**config.mk**
```make
export PLATFORM = sky130hd
export DESIGN_NAME = nx_msg_arbiter
export DESIGN_NICKNAME = d
export VERILOG_FILES = /design/src/rtl/nx_msg_arbiter.sv
export SDC_FILE = /design/constraint.sdc
export NUM_CORES = 1
export LEC_CHECK = 0
export CAP_MARGIN = 20
export CORE_ASPECT_RATIO = 1.5
export CORE_MARGIN = 2
export CORE_UTILIZATION = 39
export DETAILED_ROUTE_END_ITERATION = 7
export PLACE_DENSITY = 0.8
export REMOVE_ABC_BUFFERS = 1
export SYNTH_ARGS = -nofsm -noshare
export SYNTH_HDL_FRONTEND = slang
export SYNTH_SLANG_ARGS = --single-unit
```
**constraint.sdc**
```tcl
create_clock -name clk_i -period 1.9 [get_ports clk_i]
set_input_delay 0.38 -clock clk_i [delete_from_list [all_inputs] [get_ports clk_i]]
set_output_delay 0.38 -clock clk_i [all_outputs]
set_load 0.005 [all_outputs]
```
**src/rtl/nx_msg_arbiter.sv**
```systemverilog
// Round-robin arbiter that merges REQUESTERS message streams onto one channel,
// granting bursts of up to MAX_BURST messages into a single registered output stage.
module nx_msg_arbiter #(
    parameter int REQUESTERS = 2,
    parameter int DATA_WIDTH = 31,
    parameter int MAX_BURST  = 8,
    localparam int SRC_WIDTH = $clog2(REQUESTERS),
    localparam int CNT_WIDTH = $clog2(MAX_BURST + 1)
) (
    input  logic                             clk_i,
    input  logic                             rstn_i,
    input  logic [REQUESTERS*DATA_WIDTH-1:0] req_data_i,
    input  logic [REQUESTERS-1:0]            req_valid_i,
    output logic [REQUESTERS-1:0]            req_ready_o,
    output logic [DATA_WIDTH-1:0]            arb_data_o,
    output logic [SRC_WIDTH-1:0]             arb_source_o,
    output logic                             arb_valid_o,
    input  logic                             arb_ready_i,
    output logic [REQUESTERS-1:0]            grant_o
);

    typedef enum logic {
        ST_IDLE  = 1'b0,
        ST_GRANT = 1'b1
    } state_t;

    state_t                  r_state;
    logic [REQUESTERS-1:0]   r_grant;
    logic [SRC_WIDTH-1:0]    r_gidx;
    logic [CNT_WIDTH-1:0]    r_cnt;
    logic [SRC_WIDTH-1:0]    r_ptr;
    logic                    r_valid;
    logic [DATA_WIDTH-1:0]   r_data;
    logic [SRC_WIDTH-1:0]    r_src;

    state_t                  w_state_nxt;
    logic [REQUESTERS-1:0]   w_grant_nxt;
    logic [SRC_WIDTH-1:0]    w_gidx_nxt;
    logic [CNT_WIDTH-1:0]    w_cnt_nxt;
    logic [SRC_WIDTH-1:0]    w_ptr_nxt;
    logic                    w_out_free;
    logic                    w_accept;
    logic                    w_found;
    logic [SRC_WIDTH-1:0]    w_win;
    logic [SRC_WIDTH-1:0]    w_ptr_inc;
    logic [DATA_WIDTH-1:0]   w_sel_data;

    assign w_out_free   = ~r_valid | arb_ready_i;
    assign w_accept     = (r_state == ST_GRANT) & req_valid_i[r_gidx] & w_out_free;
    assign w_sel_data   = req_data_i[r_gidx*DATA_WIDTH +: DATA_WIDTH];
    assign w_ptr_inc    = (r_gidx == SRC_WIDTH'(REQUESTERS - 1)) ? '0 : r_gidx + 1'b1;

    assign req_ready_o  = r_grant & {REQUESTERS{w_out_free}};
    assign grant_o      = r_grant;
    assign arb_valid_o  = r_valid;
    assign arb_data_o   = r_data;
    assign arb_source_o = r_src;

    // First valid requester at or after the rr pointer, wrapping modulo REQUESTERS.
    always_comb begin
        int idx;
        // NOTE: every combinational output gets a default first so no path leaves it unassigned (no latch).
        w_found = 1'b0;
        w_win   = '0;
        idx     = 0;
        for (int i = 0; i < REQUESTERS; i++) begin
            idx = int'(r_ptr) + i;
            if (idx >= REQUESTERS) idx = idx - REQUESTERS;
            if (!w_found && req_valid_i[idx]) begin
                w_found = 1'b1;
                w_win   = SRC_WIDTH'(idx);
            end
        end
    end

    always_comb begin
        w_state_nxt = r_state;
        w_grant_nxt = r_grant;
        w_gidx_nxt  = r_gidx;
        w_cnt_nxt   = r_cnt;
        w_ptr_nxt   = r_ptr;
        case (r_state)
            ST_IDLE: begin
                if (w_found) begin
                    w_state_nxt = ST_GRANT;
                    w_grant_nxt = REQUESTERS'(1) << w_win;
                    w_gidx_nxt  = w_win;
                    w_cnt_nxt   = '0;
                end
            end
            ST_GRANT: begin
                if (!req_valid_i[r_gidx] ||
                    (w_accept && r_cnt == CNT_WIDTH'(MAX_BURST - 1))) begin
                    w_state_nxt = ST_IDLE;
                    w_grant_nxt = '0;
                    w_cnt_nxt   = '0;
                    w_ptr_nxt   = w_ptr_inc;
                end else if (w_accept) begin
                    w_cnt_nxt = r_cnt + 1'b1;
                end
            end
            default: begin
                w_state_nxt = ST_IDLE;
                w_grant_nxt = '0;
            end
        endcase
    end

    // NOTE: state registers use non-blocking assignments so all flops update from pre-edge values.
    always_ff @(posedge clk_i or negedge rstn_i) begin
        if (!rstn_i) begin
            r_state <= ST_IDLE;
            r_grant <= '0;
            r_gidx  <= '0;
            r_cnt   <= '0;
            r_ptr   <= '0;
        end else begin
            r_state <= w_state_nxt;
            r_grant <= w_grant_nxt;
            r_gidx  <= w_gidx_nxt;
            r_cnt   <= w_cnt_nxt;
            r_ptr   <= w_ptr_nxt;
        end
    end

    // A pop and a refill in the same cycle keep the register valid.
    always_ff @(posedge clk_i or negedge rstn_i) begin
        if (!rstn_i) begin
            r_valid <= 1'b0;
            r_data  <= '0;
            r_src   <= '0;
        end else if (w_accept) begin
            r_valid <= 1'b1;
            r_data  <= w_sel_data;
            r_src   <= r_gidx;
        end else if (arb_ready_i) begin
            r_valid <= 1'b0;
        end
    end

endmodule

```
; ---- After elaboration in Yosys (flattened, before gate mapping)
; Cells that the tools add are included.
[totals]
regBits = 42
inputBits = 67
elab_cells = 68
[classes]
bitwise = 6
addsub = 5
mul = 1
shifts = 2
n_eq_ne = 4
n_mux = 27
n_lt_le_gt_ge = 5
reduce_logical = 10
[ops]
columns = op, count
row1 = < comparator 32 x 3 -> 1 bit (second input constant), 2
row2 = two-way mux 32 bit, 2
row3 = indexed part select 62 x 7 -> 31 bit, 1
row4 = two-way mux 1 bit, 17
row5 = two-way mux 4 bit, 3
row6 = one-hot mux 4 bit (2 select lines), 1
row7 = AND reduction 2 bit, 4
row8 = multiplier 1 x 5 -> 6 bit (second input constant), 1
row9 = adder 4 x 1 -> 4 bit (second input constant), 1
row10 = == test 4 x 3 -> 1 bit (second input constant), 1
row11 = two-way mux 2 bit, 2
row12 = one-hot mux 2 bit (2 select lines), 1
row13 = != test 3 x 1 -> 1 bit (second input constant), 1
row14 = subtractor 1 x 2 -> 3 bit (second input constant), 1
row15 = subtractor 2 x 2 -> 3 bit (second input constant), 1
row16 = adder 1 x 1 -> 2 bit (second input constant), 1
row17 = bitwise AND 1 bit, 2
row18 = bitwise AND 2 bit, 1
row19 = >= comparator 1 x 2 -> 1 bit (second input constant), 1
row20 = >= comparator 2 bit (second input constant), 1
row21 = logical AND 1 bit, 2
row22 = zero test 1 bit, 2
row23 = < comparator 1 x 2 -> 1 bit (second input constant), 1
row24 = != test 2 x 1 -> 1 bit (second input constant), 1
row25 = other kinds (8), 9

; ---- Depth between registers and ports, before layout
[depth]
depth_word = 12
depth_mapped = 6

; ---- Worst setup path after synthesis
; OpenSTA, ideal clock, no wires.
[synth_path]
path_kind = register -> register
startpoint = register r_gidx
endpoint = register r_src, in the netlist arb_source_o
setup_slack_ns = 0.530
t_required_ns = 1.772
path_stages_with_launch = 5
t_arrival_ns = 1.243
n_path_buf = 1
period_less_slack_ns = 1.370
path_cell_list = dfrtp_1 buf_6 mux2_4 nand3_2 mux2_1
[synth_via]
elab_chain_cells = 4
[synth_lines]
columns = item, line_no
row1 = from (decl), 29  ; logic [SRC_WIDTH-1:0] r_gidx;
row2 = from (signal assigned), 120  ; r_gidx <= w_gidx_nxt;
row3 = two-way mux 1 bit (not written as such) (2 in a row), 49  ; assign w_accept = (r_state == ST_GRANT) & req_valid_i[r_gidx] & w_out_free;
row4 = bitwise AND 1 bit (2 in a row), 49
row5 = to (signal assigned), 135  ; r_src <= r_gidx;
row6 = to (decl), 34  ; logic [SRC_WIDTH-1:0] r_src;
; Parallel ways exist; a longest one is shown, timed or not. The select of a mux whose other input is x is not followed.
; A chain may end at the register's enable or synchronous reset.

; ---- Worst setup path after layout
[layout_path]
startpoint = input port arb_ready_i
endpoint = output port req_ready_o[0]
[layout_via]
elab_chain_cells = 2
[layout_lines]
columns = item, line_no
row1 = from (decl), 18  ; input logic arb_ready_i,
row2 = OR 1 bit, 48  ; assign w_out_free = ~r_valid | arb_ready_i;
row3 = bitwise AND 2 bit, 53  ; assign req_ready_o = r_grant & {REQUESTERS{w_out_free}};
row4 = to (decl), 14  ; output logic [REQUESTERS-1:0] req_ready_o,
; No other way between the ends.

==> summary.md <==
| Metric | Value |
|---|---|
| Status | `completed` |
| Footprint of the multi-input gates | `885 um2` |
| Async set-or-reset flop fraction in the synthesized netlist | `100%` |
| Post-DP HPWL | `3670 um` |
| Top-count cell post-synth | `dfrtp_1` |
| Final slew viol count | `0` |
| Die area | `0.00573 mm2` |
| Synth top area share | `52.5%` |
| Largest net degree at the start of global routing | `35` |
| Die Ht | `91.7 um` |
| Seq/Total Area, Yosys | `52.5%` |
| Pre-antenna DRT Iters | `4` |
| Post-synthesis mux area share | `17.3%` |
| Dominant cells by area after synthesis | `dfrtp_1 53%, mux2i_1 16%, o21ai_1 8.0%` |
| Filler Cell Count | `433` |
| Synthesized area | `0.00200 mm2` |
| TritonCTS Buffers | `5` |
| CTS Hold Buffers Added | `0` |
| Longest Clk Path Bufs | `2` |
| Worst-Margin Slew | `492 ps` |
| Reg2Reg Launch Point | `r_cnt[0]` |
| Row count | `31` |
| Remaining DRCs | `0` |
| Number of max-cap violations | `0` |
| Post-Synth Adder-Cell Area | `0.625%` |
| Period utilization | `89.2%` |
| Slew Limit Headroom | `67.2%` |
| Clock skew | `6.56 ps` |
| Leakage power figure | `1.48 nW` |
| Core Area | `0.00489 mm2` |
| Iter 0 DRT Violations | `55` |
| Worst-Skew Late Latency | `290 ps` |
| Area delta synth->final | `62.0%` |
| Avg Cell Area, Syn | `10.5 um2` |
| # IOs | `104` |
| Setup Fix Bufs, Post-CTS | `0` |
| Clk root buf | `clkbuf_8` |
| Max Fanout on Critical Path | `3` |
| Pwr/cell area | `1350 mW/mm2` |
| Synth warnings | `0` |
| Diodes inserted | `0` |
| Routed len/inst | `12.4 um` |
| Data required time of the worst path | `1520 ps` |
| Hold WC Path Type | `primary input to asynchronous set/reset pin` |
| Placed Instances | `358` |
| Gate Count Post-Synth | `190` |
| Flop and latch count out of synthesis | `42` |
| Peak VDD IR | `0.666 mV` |
| Post-Layout Cell Count | `366` |
| Post-synth top cells | `42 x dfrtp_1, 34 x nand2_1, 32 x mux2i_1, 32 x o21ai_1, 10 x buf_2` |
| Unrepaired setup endpoints after global routing | `false` |
| EDFF count, synth | `0` |
| Drt via density | `4.76` |
| CTS Sinks | `42` |
| Final instance area | `0.00324 mm2` |
| Top Metal Used | `met4` |
| Initial core utilization | `40.9%` |
| Compound-gate portion of the synthesized area | `14.1%` |
| CP startpoint | `arb_ready_i` |
| Layout cells sized above 1 | `9.00%` |
| DR vias | `1743` |
| CTS H-tree depth | `2` |
| Final nets | `367` |
| Routed Antenna Nets | `0` |
| Nature of the critical path startpoint | `primary input` |
| Synth Area in Simple Gates | `11.8%` |
| First-pass GRT wire length | `7530 um` |
| Final setup violation count | `0` |
| Largest family of logic cells by synthesized area | `multiplexers` |
| WP data arrival | `1320 ps` |
| Met2 WL | `2460 um` |
| Crit path capture type | `primary output` |
| Overflow after GRT | `0` |
| Post-synthesis cell type with the largest combined area | `dfrtp_1` |
| Top FF cell, synth | `dfrtp_1` |
| Total track usage | `16.6%` |
| Final WL | `4530 um` |
| Post-Place Cell Area | `0.00314 mm2` |
| Crit path kind | `primary input to primary output` |
| Area share of xor/xnor cells in the synthesized design | `0%` |
| Number of global-route vias before repair | `1713` |
| Post_cts resized | `3` |
| Final hold viol count | `0` |
| Reg clk slew, reported paths | `80 ps` |
| Highest clock rate | `0.590 GHz` |
| Crit path time final | `1700 ps` |
| # port buffers | `103` |
| Initial antenna violation count | `0` |
| Number of distinct library cells after synthesis | `30` |
| Met1 Routed Length | `1680 um` |
| Register area | `0.00105 mm2` |
| Met3 WL | `302 um` |
| Placer Congestion | `0.839` |
| Hold WS | `43.5 ps` |
| Die Wd | `62.5 um` |
| CTS tree | `built` |
[where the power goes]
group	internal, mW	total (mW)	switching (mW)
Clock	0.292	0.583	0.292
Sequential	1.31	1.57	0.260
Combinational	1.31	2.23	0.915
Total	2.91	4.38	1.47
[routing by layer]
layer,vias up,track usage (%)
li1,886,-
met1,790,18.1
met5,-,0
met4,0,6.11
met2,59,29.2
met3,8,5.89
[worst max-delay path, stage by stage]
cell and delay [ps]:
clkdlybuf4s50_1 400, nand2b_4 140, and2_1 140, dlygate4sd2_1 250
[state kept, by name, summed over array words and instances (netlist names)]
| name | flops |
|---|---|
| r_cnt | 4 |
| r_gidx | 1 |
| r_state | 1 |
| arb_data_o | 31 |
| grant_o | 2 |
| arb_source_o | 1 |
| r_ptr | 1 |
| arb_valid_o | 1 |
[cells in the final DEF (no fill, tap or decap), drive strengths merged, types with 2 or more instances in the layout]
cell,instances
clkdlybuf4s50,100
dfrtp,42
o21ai,35
nand2,34
mux2i,32
buf,12
clkbuf,6
nand2b,4
nor2,3
a32o,3
a21oi,3
and2,2
nor2b,2
a211oi,2
nand4,2
dlygate4sd2,2
inv,2
mux2,2
[layout make-up]
cell class                      count  share of cell area, %
Sequential cell                    42                   32.5
Timing Repair Buffer              114                   34.5
Multi-Input combinational cell    134                   27.3
Inverter                            2                  0.232
Clock inverter                      2                  0.386
Tap cell                           66                   2.55
Clock buffer                        6                   2.55
[final timing paths]
path	end	slack (ps)	cells past startpoint
worst max-delay path	req_ready_o[0]	200	4
worst min register to register	arb_data_o[4]	480	2
worst max register to register	r_ptr	480	5
max in group asynchronous	arb_data_o[14]	1320	2
min in group clk_i	arb_data_o[4]	480	2
worst min-delay path	r_cnt[3]	40	1
[kinds of logic (layout without fill, tap and decap cells)]
group | Yosys count | count (layout)
simple gates | 51 | 51
compound gates | 48 | 48
flops | 42 | 42
mux | 34 | 34
buf+inv | 14 | 124
fa+ha+maj | 1 | 1
[through the flow]
stage	setup TNS [ps]	utilization, %	setup WS [ps]	total power [mW]
after global placement	-123	64.3	-62.6	3.80
after global routing	0	66.3	176	4.73
after CTS	0	66.3	200	4.46
after floorplan	-29140	-	-1050	2.61
final	0	66.3	204	4.38
after detailed placement	-140	64.3	-70.7	3.86
No activity file was read; power rests on OpenSTA's default activity.
